==> src/rtl/mult_div_unit.sv <==
// mult_div_unit: iterative 32-bit multiply/divide unit holding the HI/LO pair.
//   Clk   - rising-edge clock
//   Rst   - asynchronous active-high reset
//   A     - operand 1 / dividend / mthi-mtlo source
//   B     - operand 2 / divisor
//   Op    - 000 MULT, 001 MULTU, 010 DIV, 011 DIVU, 100 MTHI, 101 MTLO
//   Start - operation request, sampled on the rising edge
//   Busy  - high while a multiply/divide iterates (32 cycles)
//   Done  - one-cycle pulse when HI/LO take a multiply/divide result
//   Hi/Lo - architectural HI/LO registers
module mult_div_unit (
  input  logic        Clk,
  input  logic        Rst,
  input  logic [31:0] A,
  input  logic [31:0] B,
  input  logic [2:0]  Op,
  input  logic        Start,
  output logic        Busy,
  output logic        Done,
  output logic [31:0] Hi,
  output logic [31:0] Lo
);

  typedef enum logic {S_IDLE, S_RUN} state_e;

  typedef enum logic [2:0] {
    OP_MULT  = 3'b000,
    OP_MULTU = 3'b001,
    OP_DIV   = 3'b010,
    OP_DIVU  = 3'b011,
    OP_MTHI  = 3'b100,
    OP_MTLO  = 3'b101
  } op_e;

  state_e      state_q, state_d;
  logic [4:0]  cnt_q, cnt_d;
  logic [63:0] acc_q, acc_d;     // mult: {partial sum, multiplier}; div: {remainder, dividend/quotient}
  logic [31:0] opb_q, opb_d;     // multiplicand / divisor magnitude
  logic [31:0] opa_q, opa_d;     // original A, returned as HI on divide by zero
  logic        is_div_q, is_div_d;
  logic        qneg_q, qneg_d;   // product sign (mult) or quotient sign (div)
  logic        rneg_q, rneg_d;   // remainder sign
  logic [31:0] hi_q, hi_d;
  logic [31:0] lo_q, lo_d;
  logic        done_q, done_d;

  // Operand conditioning for a newly accepted op
  logic        a_neg, b_neg;
  logic [31:0] a_mag, b_mag;

  // One iteration step of each algorithm
  logic [32:0] mul_sum;
  logic [63:0] mul_next;
  logic [32:0] div_sh;
  logic        div_ge;
  logic [31:0] div_rem;
  logic [63:0] div_next;
  logic [63:0] iter_next;

  // Final result formatting
  logic [63:0] prod;
  logic [31:0] quo_s, rem_s;

  logic        last, accept;

  always_comb begin
    a_neg = ~Op[0] & A[31];
    b_neg = ~Op[0] & B[31];
    a_mag = a_neg ? (32'd0 - A) : A;
    b_mag = b_neg ? (32'd0 - B) : B;

    mul_sum  = {1'b0, acc_q[63:32]} + (acc_q[0] ? {1'b0, opb_q} : 33'd0);
    mul_next = {mul_sum, acc_q[31:1]};

    // Restoring step: shift in next dividend bit; when the trial subtract
    // fails the shifted remainder is below the divisor and fits in 32 bits.
    div_sh   = {acc_q[63:32], acc_q[31]};
    div_ge   = (div_sh >= {1'b0, opb_q});
    div_rem  = div_ge ? 32'(div_sh - {1'b0, opb_q}) : div_sh[31:0];
    div_next = {div_rem, acc_q[30:0], div_ge};

    iter_next = is_div_q ? div_next : mul_next;

    prod  = qneg_q ? (64'd0 - iter_next) : iter_next;
    quo_s = qneg_q ? (32'd0 - iter_next[31:0]) : iter_next[31:0];
    rem_s = rneg_q ? (32'd0 - iter_next[63:32]) : iter_next[63:32];

    last   = (state_q == S_RUN) && (cnt_q == 5'd31);
    accept = Start && !Op[2] && ((state_q == S_IDLE) || last);
  end

  always_comb begin
    state_d  = state_q;
    cnt_d    = cnt_q;
    acc_d    = acc_q;
    opb_d    = opb_q;
    opa_d    = opa_q;
    is_div_d = is_div_q;
    qneg_d   = qneg_q;
    rneg_d   = rneg_q;
    hi_d     = hi_q;
    lo_d     = lo_q;
    done_d   = 1'b0;

    case (state_q)
      S_IDLE: begin
        if (Start && (Op == OP_MTHI)) hi_d = A;
        if (Start && (Op == OP_MTLO)) lo_d = A;
      end
      S_RUN: begin
        acc_d = iter_next;
        cnt_d = cnt_q + 5'd1;
        if (last) begin
          state_d = S_IDLE;
          done_d  = 1'b1;
          if (!is_div_q) begin
            hi_d = prod[63:32];
            lo_d = prod[31:0];
          end else if (opb_q == 32'd0) begin
            hi_d = opa_q;
            lo_d = '1;
          end else begin
            hi_d = rem_s;
            lo_d = quo_s;
          end
        end
      end
      default: state_d = S_IDLE;
    endcase

    // The completing edge may also launch the next op (back-to-back issue)
    if (accept) begin
      state_d  = S_RUN;
      cnt_d    = '0;
      acc_d    = {32'd0, a_mag};
      opb_d    = b_mag;
      opa_d    = A;
      is_div_d = Op[1];
      qneg_d   = a_neg ^ b_neg;
      rneg_d   = a_neg;
    end
  end

  always_ff @(posedge Clk or posedge Rst) begin
    if (Rst) begin
      state_q  <= S_IDLE;
      cnt_q    <= '0;
      acc_q    <= '0;
      opb_q    <= '0;
      opa_q    <= '0;
      is_div_q <= 1'b0;
      qneg_q   <= 1'b0;
      rneg_q   <= 1'b0;
      hi_q     <= '0;
      lo_q     <= '0;
      done_q   <= 1'b0;
    end else begin
      state_q  <= state_d;
      cnt_q    <= cnt_d;
      acc_q    <= acc_d;
      opb_q    <= opb_d;
      opa_q    <= opa_d;
      is_div_q <= is_div_d;
      qneg_q   <= qneg_d;
      rneg_q   <= rneg_d;
      hi_q     <= hi_d;
      lo_q     <= lo_d;
      done_q   <= done_d;
    end
  end

  assign Busy = (state_q == S_RUN);
  assign Done = done_q;
  assign Hi   = hi_q;
  assign Lo   = lo_q;

endmodule
==> config.mk <==
export PLATFORM = sky130hd
export DESIGN_NAME = mult_div_unit
export DESIGN_NICKNAME = d
export VERILOG_FILES = /design/src/rtl/mult_div_unit.sv
export SDC_FILE = /design/constraint.sdc
export NUM_CORES = 1
export LEC_CHECK = 0
export CELL_PAD_IN_SITES_DETAIL_PLACEMENT = 0
export CELL_PAD_IN_SITES_GLOBAL_PLACEMENT = 2
export CORE_MARGIN = 3
export CORE_UTILIZATION = 36
export CTS_CLUSTER_SIZE = 12
export DETAILED_ROUTE_END_ITERATION = 6
export PLACE_DENSITY_LB_ADDON = 0.1
export SLEW_MARGIN = 10
export SYNTH_ARGS = -nofsm -noshare
export SYNTH_HDL_FRONTEND = slang
export SYNTH_SLANG_ARGS = --single-unit
export TNS_END_PERCENT = 1
==> constraint.sdc <==
create_clock -name Clk -period 7.6 [get_ports Clk]
set_input_delay 1.52 -clock Clk [delete_from_list [all_inputs] [get_ports Clk]]
set_output_delay 1.52 -clock Clk [all_outputs]
set_load 0.05 [all_outputs]
==> results.toml, run 1 <==
[synthesis]
synthSimpleGateAreaFrac = 0.2265
synth_area_per_cell_um2 = 7.783
synth_area_leaders = "dfrtp_1 29%, nand2_1 6.7%, o21ai_0 5.7%"
synth_top_cell_by_area = "dfrtp_1"
synth_top_family_by_area = "compound AO/OA/AOI/OAI gates"
syn-num-nets = 2415
synth_compound_gate_area_share = 0.2690
synth_top_area_frac = 0.2857
syn_area_mm2 = 0.01769
synthFlopType = "dfrtp_1"
synth_cell_types = 100
synth_xor_area_frac = 0.08614
synth_fa_ha_area_frac = 0.05177
synth-seq-cells = 202
synthCells = 2273
synth_edf_count = 0
synthMuxAreaShare = 0.03140
ys_async_sr_fraction = 1.000
yosys_warnings = 0
ys_seq_area_frac = 0.2857

[clock_tree]
cts-hold-fix-buffers = 0
htree_levels = 1
post_cts_buffers = 0
clkLatencyLatePin_ns = 0.58
cts.sink_count = 202
cts_resized = 0
numCtsBuffers = 27
cts_tree = "yes"
cts_root_buf = "clkbuf_16"
path_clk_slew_ns = 0.06
clockBufferDepth = 3

[sta]
fin_ws_ns = 0.6717
final-setup-viol-count = 0
fmax_ghz = 0.1443
drv_slew = 0
period_share = 0.9116
tightestPinTransition_ns = 1.183
period_needed_ns = 6.928
hold_viol = 0
rsz0062_at_grt = "no"
max_slew_margin = 0.2113
setup_tns_ns = 0
finClkSkew_ns = 0.03140

[route]
first_iter_violations = 1575
via_count = 18360
via_per_inst = 6.111
routed_wl_um = 77470
ant_nets = 0
drt_pass1_iterations = 5
routedWlPerCell_um = 25.78
drc_errors = 0

[global_route]
grt_max_degree = 94
antenna_found_initial = 1
grt_usage = 0.2944
grt_pass1_wl_um = 115400
grt_pass1_vias = 17660
gr-total-overflow = 0

[floorplan]
rows = 80
core_mm2 = 0.04815
die_h_um = 227.7
die_x_um = 227.7
io_pins = 136
die_area_mm2 = 0.05184
start_util = 0.3674

[finish]
register_area_mm2 = 0.005061
n_antenna_cell = 0
syn_to_final_growth_pct = 16.35
stdcell_area_mm2 = 0.02058
multi_input_area_mm2 = 0.01181
finish.utilization = 0.4275
final_cells = 3005
fin_nets = 2470
drive_above_1_share = 0.06386
fillers = 4939

[setup_path]
setup.worst_path.class = "flop to flop"
reg2regPathDepth = 19
startpoint_type = "flop"
cp_max_fo = 7
endpoint_kind = "flop"
arrival_ns = 7.42
critPathRequiredTime_ns = 8.09

[place]
place.gp.congestion = 0.9513
placement.io_buffers = 135
hpwl_um = 58150
dp.cells = 2955
place_area_mm2 = 0.01958
post-place-ws_ns = 0.9367

[worst_hold_path]
hold_path_class = "flop to flop"
hold_path_depth = 2

[pwr]
pwr_density_cell_mw_per_mm2 = 574.6
power_leakage_nw = 8.273
ir_worst_vdd_v = 0.0002647

[outcome]
outcome = "finished, final reports clean"

[run]
maxCapViolations = 0
where the power goes:
group	total [mW]	switching, mW	internal [mW]
sequential	2.21	0.651	1.56
clock	1.47	0.578	0.893
combinational	8.15	5.31	2.84
final cells by class:
class | count | share of cell area
multi-input cells | 1853 | 0.5738
flip-flops and latches | 202 | 0.2459
repair buffers | 167 | 0.07732
well taps | 656 | 0.03988
clock buffers | 32 | 0.03520
inverters | 77 | 0.01441
clock inverters | 18 | 0.01356
cells in the mapped netlist, types with 15 or more instances:
| library cell | n |
|---|---|
| nand2b_1 | 23 |
| o211ai_1 | 23 |
| or3_1 | 17 |
| nand2_1 | 315 |
| o21a_1 | 16 |
| nor3_1 | 58 |
| nor2_1 | 161 |
| nor2b_1 | 15 |
| xor2_1 | 79 |
| o21ai_0 | 201 |
| o31ai_1 | 31 |
| nor3b_1 | 19 |
| dfrtp_1 | 202 |
| nand3_1 | 50 |
| o221ai_1 | 22 |
| buf_1 | 15 |
| buf_2 | 23 |
| ha_1 | 70 |
| o21ai_1 | 19 |
| o22ai_1 | 45 |
| a21oi_1 | 152 |
| a221oi_1 | 23 |
| a22o_1 | 15 |
| a211oi_1 | 16 |
| and2_1 | 36 |
| clkbuf_1 | 96 |
| nand4_1 | 38 |
| inv_1 | 75 |
| a21o_1 | 30 |
| xnor2_1 | 95 |
| a31oi_1 | 19 |
| mux2i_1 | 42 |
| nor4_1 | 26 |
metal layers:
metal	up-vias	GRT usage	routed length, um
met3	107	0.05048	6065
li1	8438	-	-
met1	9098	0.4369	36070
met2	718	0.4481	33400
met5	-	0	7
met4	2	0.06457	1926
worst max-delay path, stage by stage, from the launching register on:
cell       delay [ns]
dfrtp_1          0.46
ha_1             0.44
a211o_1          0.35
a211o_1          0.31
a21oi_2          0.45
nand2b_1         0.22
a21oi_2          0.09
a21oi_1          0.33
ha_1             0.26
o211ai_1         0.19
nor3_1           0.56
nand3_1          0.31
nor4_2           0.93
o211ai_1         0.19
a2111oi_1        0.41
nand4b_1         0.37
o31ai_1          0.38
xnor2_1          0.24
o221ai_1         0.18
o21ai_1          0.15
cell families after synthesis:
family                     Yosys count
and+or+nand+nor                    827
buffers and inverters              218
DFF                                202
AOI/OAI and AO/OA                  726
adders and majority gates           72
muxes                               54
xor gates and xnor gates           174
state kept, by name, summed over array words and instances, names as in the netlist:
| signal | cells |
|---|---|
| Hi | 32 |
| opa_q | 32 |
| Busy | 1 |
| cnt_q | 5 |
| Lo | 32 |
| is_div_q | 1 |
| opb_q | 32 |
| rneg_q | 1 |
| Done | 1 |
| qneg_q | 1 |
| acc_q | 64 |
final timing paths:
path	startpoint	to	slack, ns
max	acc_q[57]	Hi[22]	0.67
min	opa_q[9]	opa_q[9]	0.47
max reg2reg	acc_q[57]	Hi[22]	0.67
min reg2reg	opa_q[9]	opa_q[9]	0.47
max in group asynchronous	Rst	opb_q[19]	4.65
min in group asynchronous	Rst	Hi[3]	1.46
placed cells by master (no fill, tap or decap), types with 38 or more instances in the layout:
master           synthesis  layout
a21oi_1                152     150
clkdlybuf4s50_1          0     135
dfrtp_1                202     199
ha_1                    70      70
inv_1                   75      74
mux2i_1                 42      42
nand2_1                315     313
nand3_1                 50      50
nand4_1                 38      38
nor2_1                 161     158
nor3_1                  58      58
o21ai_0                201     201
o22ai_1                 45      45
xnor2_1                 95      95
xor2_1                  79      79
stage by stage:
step	hold slack (ns)	power, mW
global route	0.4996	12.53
finish	0.4739	11.83
global placement	0.4583	10.21
detailed placement	0.4646	10.21
floorplan	0.4390	7.567
CTS	0.4811	11.73
No activity file was read; power rests on OpenSTA's default activity.
==> run 2: changes to the inputs <==
==> constraint.sdc (replaced) <==
create_clock -name Clk -period 7.7 [get_ports Clk]
set_input_delay 1.54 -clock Clk [delete_from_list [all_inputs] [get_ports Clk]]
set_output_delay 1.54 -clock Clk [all_outputs]
set_load 0.05 [all_outputs]
==> run 2 against run 1 <==
Net effect: flip-flop and latch count did not move; critical path depth rose by 1; clock power fell by 15%; non-clock buffer count rose by 1; clock skew fell by 0.0035 ns; hold slack improved by 0.0037 ns; global-route usage rose by 0.37 points; via count rose by 0.13%.
==> results.toml, run 2 (synthesis gave the netlist of run 1 again) <==
[floorplan]
die_h_um = 227.7
rows = 80
die_x_um = 227.7
start_util = 0.3674
core_mm2 = 0.04815
die_area_mm2 = 0.05184
io_pins = 136

[place]
place.gp.congestion = 0.9072
post-place-ws_ns = 1.965
place_area_mm2 = 0.01958
placement.io_buffers = 135
hpwl_um = 59370

[sta]
period_needed_ns = 5.981
period_share = 0.7768
tightestPinTransition_ns = 1.184
setup_tns_ns = 0
fin_ws_ns = 1.719
rsz0062_at_grt = "no"
fmax_ghz = 0.1672
drv_slew = 0
final-setup-viol-count = 0
finClkSkew_ns = 0.02788
hold_viol = 0
max_slew_margin = 0.2106

[run]
maxCapViolations = 0

[global_route]
antenna_found_initial = 4
top_usage_layer = "met1"
grt_util_met1 = 0.4656
met3_usage = 0.03301
grt_max_degree = 103
grt_pass1_wl_um = 116500
grt_pass1_vias = 17540
met2_usage = 0.4415
gr-total-overflow = 0
grt_usage = 0.2982

[clock_tree]
path_clk_slew_ns = 0.06
clkLatencyLatePin_ns = 0.57
cts_root_buf = "clkbuf_16"
post_cts_buffers = 0
htree_levels = 1
cts.sink_count = 202
cts-hold-fix-buffers = 0
clockBufferDepth = 3
numCtsBuffers = 26
cts_resized = 0
cts_tree = "yes"

[route]
routedWlPerCell_um = 26.23
via_count = 18390
drc_errors = 0
routed_wl_um = 78780
drt_pass1_iterations = 7
first_iter_violations = 1998
ant_nets = 0
via_per_inst = 6.123

[pwr]
pwr_density_cell_mw_per_mm2 = 567.9
ir_worst_vdd_v = 0.0002614
power_leakage_nw = 8.218
total_power_mw = 11.60

[finish]
drive_above_1_share = 0.06050
syn_to_final_growth_pct = 15.44
stdcell_area_mm2 = 0.02042
finish.utilization = 0.4242
final_common_cell = "nand2_1"
largest_reg_flops = 64
fillers = 5017
final_cell_mix = "313 x nand2_1, 201 x o21ai_0, 200 x dfrtp_1"
largest_register = "acc_q"
n_antenna_cell = 0
fin_nets = 2470

[worst_hold_path]
hold_path_class = "flop to flop"

[setup_path]
crit_chain = "inv_1 -> ha_1 -> a21o_1 -> a211o_1 -> a41oi_1 -> and3_2 -> a21oi_2 -> a21oi_1 -> ha_1 -> o211ai_1 -> nor3_1 -> nand3_1 -> nor4_1 -> o211ai_1 -> a2111oi_1 -> nand4b_1 -> o31ai_1 -> xor2_1 -> o221ai_1 -> o21ai_1"
endpoint_kind = "flop"
startpoint_type = "flop"
slowest_delay_ns = 0.51
critPathRequiredTime_ns = 8.18
arrival_ns = 6.47
critPathSlowestCell = "dfrtp_1"
setup.worst_path.class = "flop to flop"
cp_max_fo = 5
reg2reg_slack_ns = 1.72

[outcome]
outcome = "finished, final reports clean"
-- run 2: cell types whose count changed in the layout (fill, tap and decap cells not counted), sizes merged --
cell / change
inv: -2
clkinvlp: -4
buf: +1
bufinv: -4
clkinv: +4
clkbuf: +3
-- run 2: cell type report --
class                           instances  area, um^2  area share
Clock buffer                           35       714.4     0.03498
Clock inverter                         12       127.6    0.006249
Inverter                               77       296.5     0.01452
Multi-Input combinational cell       1853       11800      0.5780
Sequential cell                       202        5060      0.2478
Tap cell                              656       820.8     0.04019
Timing Repair Buffer                  168        1599     0.07830
-- run 2: final timing paths --
kind	from	end	cells after the start
max	opb_q[30]	Hi[24]	20
min	Lo[10]	Lo[10]	2
max reg2reg	opb_q[30]	Hi[24]	20
min reg2reg	Lo[10]	Lo[10]	2
max in group asynchronous	Rst	opb_q[3]	3
min in group asynchronous	Rst	opa_q[5]	2
-- run 2: critical path, delay by kind of cell (launching register included) --
family | cells | cell delay (ns)
compound gates | 11 | 2.54
fa+ha+maj | 2 | 0.58
flops | 1 | 0.51
simple gates | 5 | 1.93
buf+inv | 1 | 0.08
xor+xnor | 1 | 0.27
-- run 2: report_power, final --
| group | total [mW] | switching, mW | internal, mW | leakage (nW) |
|---|---|---|---|---|
| registers | 2.10 | 0.558 | 1.54 | 2.38 |
| clock network | 1.25 | 0.534 | 0.718 | 0.416 |
| logic | 8.25 | 5.44 | 2.81 | 5.42 |
| total | 11.6 | 6.53 | 5.07 | 8.22 |
-- run 2: per-layer routing --
metal,share of wire,routed length [um]
met1,0.49,38470
met2,0.43,33710
met3,0.062,4916
met4,0.021,1678
met5,0,0
-- run 2: through the flow --
step | std cells | hold WS (ns)
finish | 3003 | 0.4777
global route | 3003 | 0.5003
CTS | 3003 | 0.4733
detailed placement | 2956 | 0.4586
global placement | 2956 | 0.4579
floorplan | 2273 | 0.4390
==> run 3: changes to the inputs <==
--- a/config.mk
+++ b/config.mk
@@ -8,7 +8,7 @@
 export CELL_PAD_IN_SITES_DETAIL_PLACEMENT = 0
 export CELL_PAD_IN_SITES_GLOBAL_PLACEMENT = 2
 export CORE_MARGIN = 3
-export CORE_UTILIZATION = 36
+export CORE_UTILIZATION = 32
 export CTS_CLUSTER_SIZE = 12
 export DETAILED_ROUTE_END_ITERATION = 6
 export PLACE_DENSITY_LB_ADDON = 0.1
==> constraint.sdc (replaced) <==
create_clock -name Clk -period 5.2 [get_ports Clk]
set_input_delay 1.04 -clock Clk [delete_from_list [all_inputs] [get_ports Clk]]
set_output_delay 1.04 -clock Clk [all_outputs]
set_load 0.05 [all_outputs]
==> run 3 against run 2 <==
Net effect: sequential share of layout area fell by 2.2 points; sequential power rose by 40%; flip-flop and latch count did not move; utilization fell by 1.1 points; register-to-register slack got worse by 1.5 ns; clock-buffer cell count rose by 5; critical path depth fell by 5; combinational power rose by 76%; wire length rose by 8.4%; critical path type unchanged; largest power group unchanged.
==> results.toml, run 3 (synthesis gave the netlist of run 1 again) <==
[floorplan]
die_area_mm2 = 0.05814
core_mm2 = 0.05424
io_pins = 136
start_util = 0.3262
die_x_um = 241.1
rows = 85
die_h_um = 241.1

[sta]
hold_viol = 0
period_needed_ns = 4.981
max_slew_margin = 0.2938
final-setup-viol-count = 0
finClkSkew_ns = 0.03304
setup_tns_ns = 0
period_share = 0.9578
fin_ws_ns = 0.2193
fmax_ghz = 0.2008
tightestPinTransition_ns = 1.050
rsz0062_at_grt = "yes"
drv_slew = 0

[place]
placement.io_buffers = 135
post-place-ws_ns = -0.3712
place.gp.congestion = 0.9621
place_area_mm2 = 0.02138
hpwl_um = 66750

[setup_path]
reg2regPathDepth = 15
crit_chain = "buf_4 -> and2_1 -> ha_1 -> nand2_1 -> or3_1 -> a21oi_1 -> o31ai_1 -> mux2_2 -> a221o_1 -> a211oi_1 -> nand4_1 -> or4_1 -> o21ai_1 -> xor2_1 -> a221oi_1"
startpoint_type = "flop"
endpoint_kind = "flop"
arrival_ns = 5.47
cp_max_fo = 19
setup.worst_path.class = "flop to flop"
critPathSlowestCell = "or4_1"
slowest_delay_ns = 0.59
critPathRequiredTime_ns = 5.69

[clock_tree]
cts.sink_count = 202
numCtsBuffers = 28
clockBufferDepth = 3
cts-hold-fix-buffers = 0
htree_levels = 1
clkLatencyLatePin_ns = 0.59
path_clk_slew_ns = 0.06
cts_tree = "yes"
cts_root_buf = "clkbuf_16"

[finish]
stdcell_area_mm2 = 0.02239
syn_to_final_growth_pct = 26.58
drive_above_1_share = 0.1495
fin_nets = 2698
largest_register = "acc_q"
largest_reg_flops = 64
final_common_cell = "nand2_1"
final_cell_mix = "313 x nand2_1, 254 x buf_4, 200 x dfrtp_1, 200 x o21ai_0, 158 x nor2_1"

[pwr]
power_leakage_nw = 9.369
ir_worst_vdd_v = 0.0003020
pwr_density_cell_mw_per_mm2 = 864.3

[route]
routed_wl_um = 85390
drc_errors = 0
first_iter_violations = 1896
via_per_inst = 5.866
routedWlPerCell_um = 26.10
drt_pass1_iterations = 5
via_count = 19190
ant_nets = 0

[outcome]
outcome = "finished, final reports clean"

[global_route]
grt_pass1_vias = 18590
gr-total-overflow = 0
grt_max_degree = 83
grt_usage = 0.2905
grt_pass1_wl_um = 125900
antenna_found_initial = 8

[run]
maxCapViolations = 0

[worst_hold_path]
hold_path_depth = 2
hold_path_class = "flop to flop"
[run 3: report_power, final]
group / internal (mW) / switching, mW / total (mW)
sequential: 2.28 / 0.660 / 2.94
clock: 1.11 / 0.816 / 1.93
combinational: 5.52 / 8.96 / 14.5
[run 3: metrics by stage]
step | std cells | power [mW] | hold WS (ns) | utilization
3_3_place_gp | 3219 | 17.20 | 0.4529 | 0.3943
5_1_grt | 3271 | 20.54 | 0.5035 | 0.4128
3_5_place_dp | 3219 | 17.12 | 0.4571 | 0.3943
4_1_cts | 3268 | 19.14 | 0.4719 | 0.4111
6_report | 3272 | 19.35 | 0.4728 | 0.4128
2_1_floorplan | 2273 | 11.06 | 0.4390 | -
[run 3: critical path, delay by kind of cell, from the launching register on]
| family | cells | cell delay (ns) |
|---|---|---|
| AO/OA/AOI/OAI | 6 | 1.68 |
| AND/OR/NAND/NOR | 5 | 1.62 |
| flip-flops | 1 | 0.50 |
| adder cells (fa/ha/maj) | 1 | 0.41 |
| multiplexers | 1 | 0.30 |
| buffers and inverters | 1 | 0.27 |
| XOR/XNOR | 1 | 0.09 |
[run 3: cell type report]
cell class                 instances  area (um^2)
clock buffer                      40        795.8
multi-input combinational       1853        11910
sequential                       202         5062
fill                            5670        31850
tap                              696        870.8
antenna                            1        2.502
timing repair buffer             394         3358
inverter                          77        292.8
clock inverter                     9        102.6
[run 3: final timing paths]
path / from / endpoint / slack (ns)
worst max-delay path: acc_q[0] / Hi[31] / 0.22
worst min-delay path: opa_q[17] / opa_q[17] / 0.47
worst max register to register: acc_q[0] / Hi[31] / 0.22
worst min register to register: opa_q[17] / opa_q[17] / 0.47
max in group asynchronous: Rst / Busy / 3.69
min in group asynchronous: Rst / opa_q[13] / 0.98
[run 3: routing by layer]
metal  up-vias  routed length [um]  GRT usage
li1       8900                   -          -
met4         0                1485    0.05287
met5         -                   0          0
met3        79                6081    0.04582
met1      9537               41990     0.4479
met2       677               35830     0.4279
[run 3: timing repair]
action                     CTS  global route
buffers inserted             0             3
pin swaps                    1             3
setup endpoints to repair    4            17
gates resized for setup      2            16
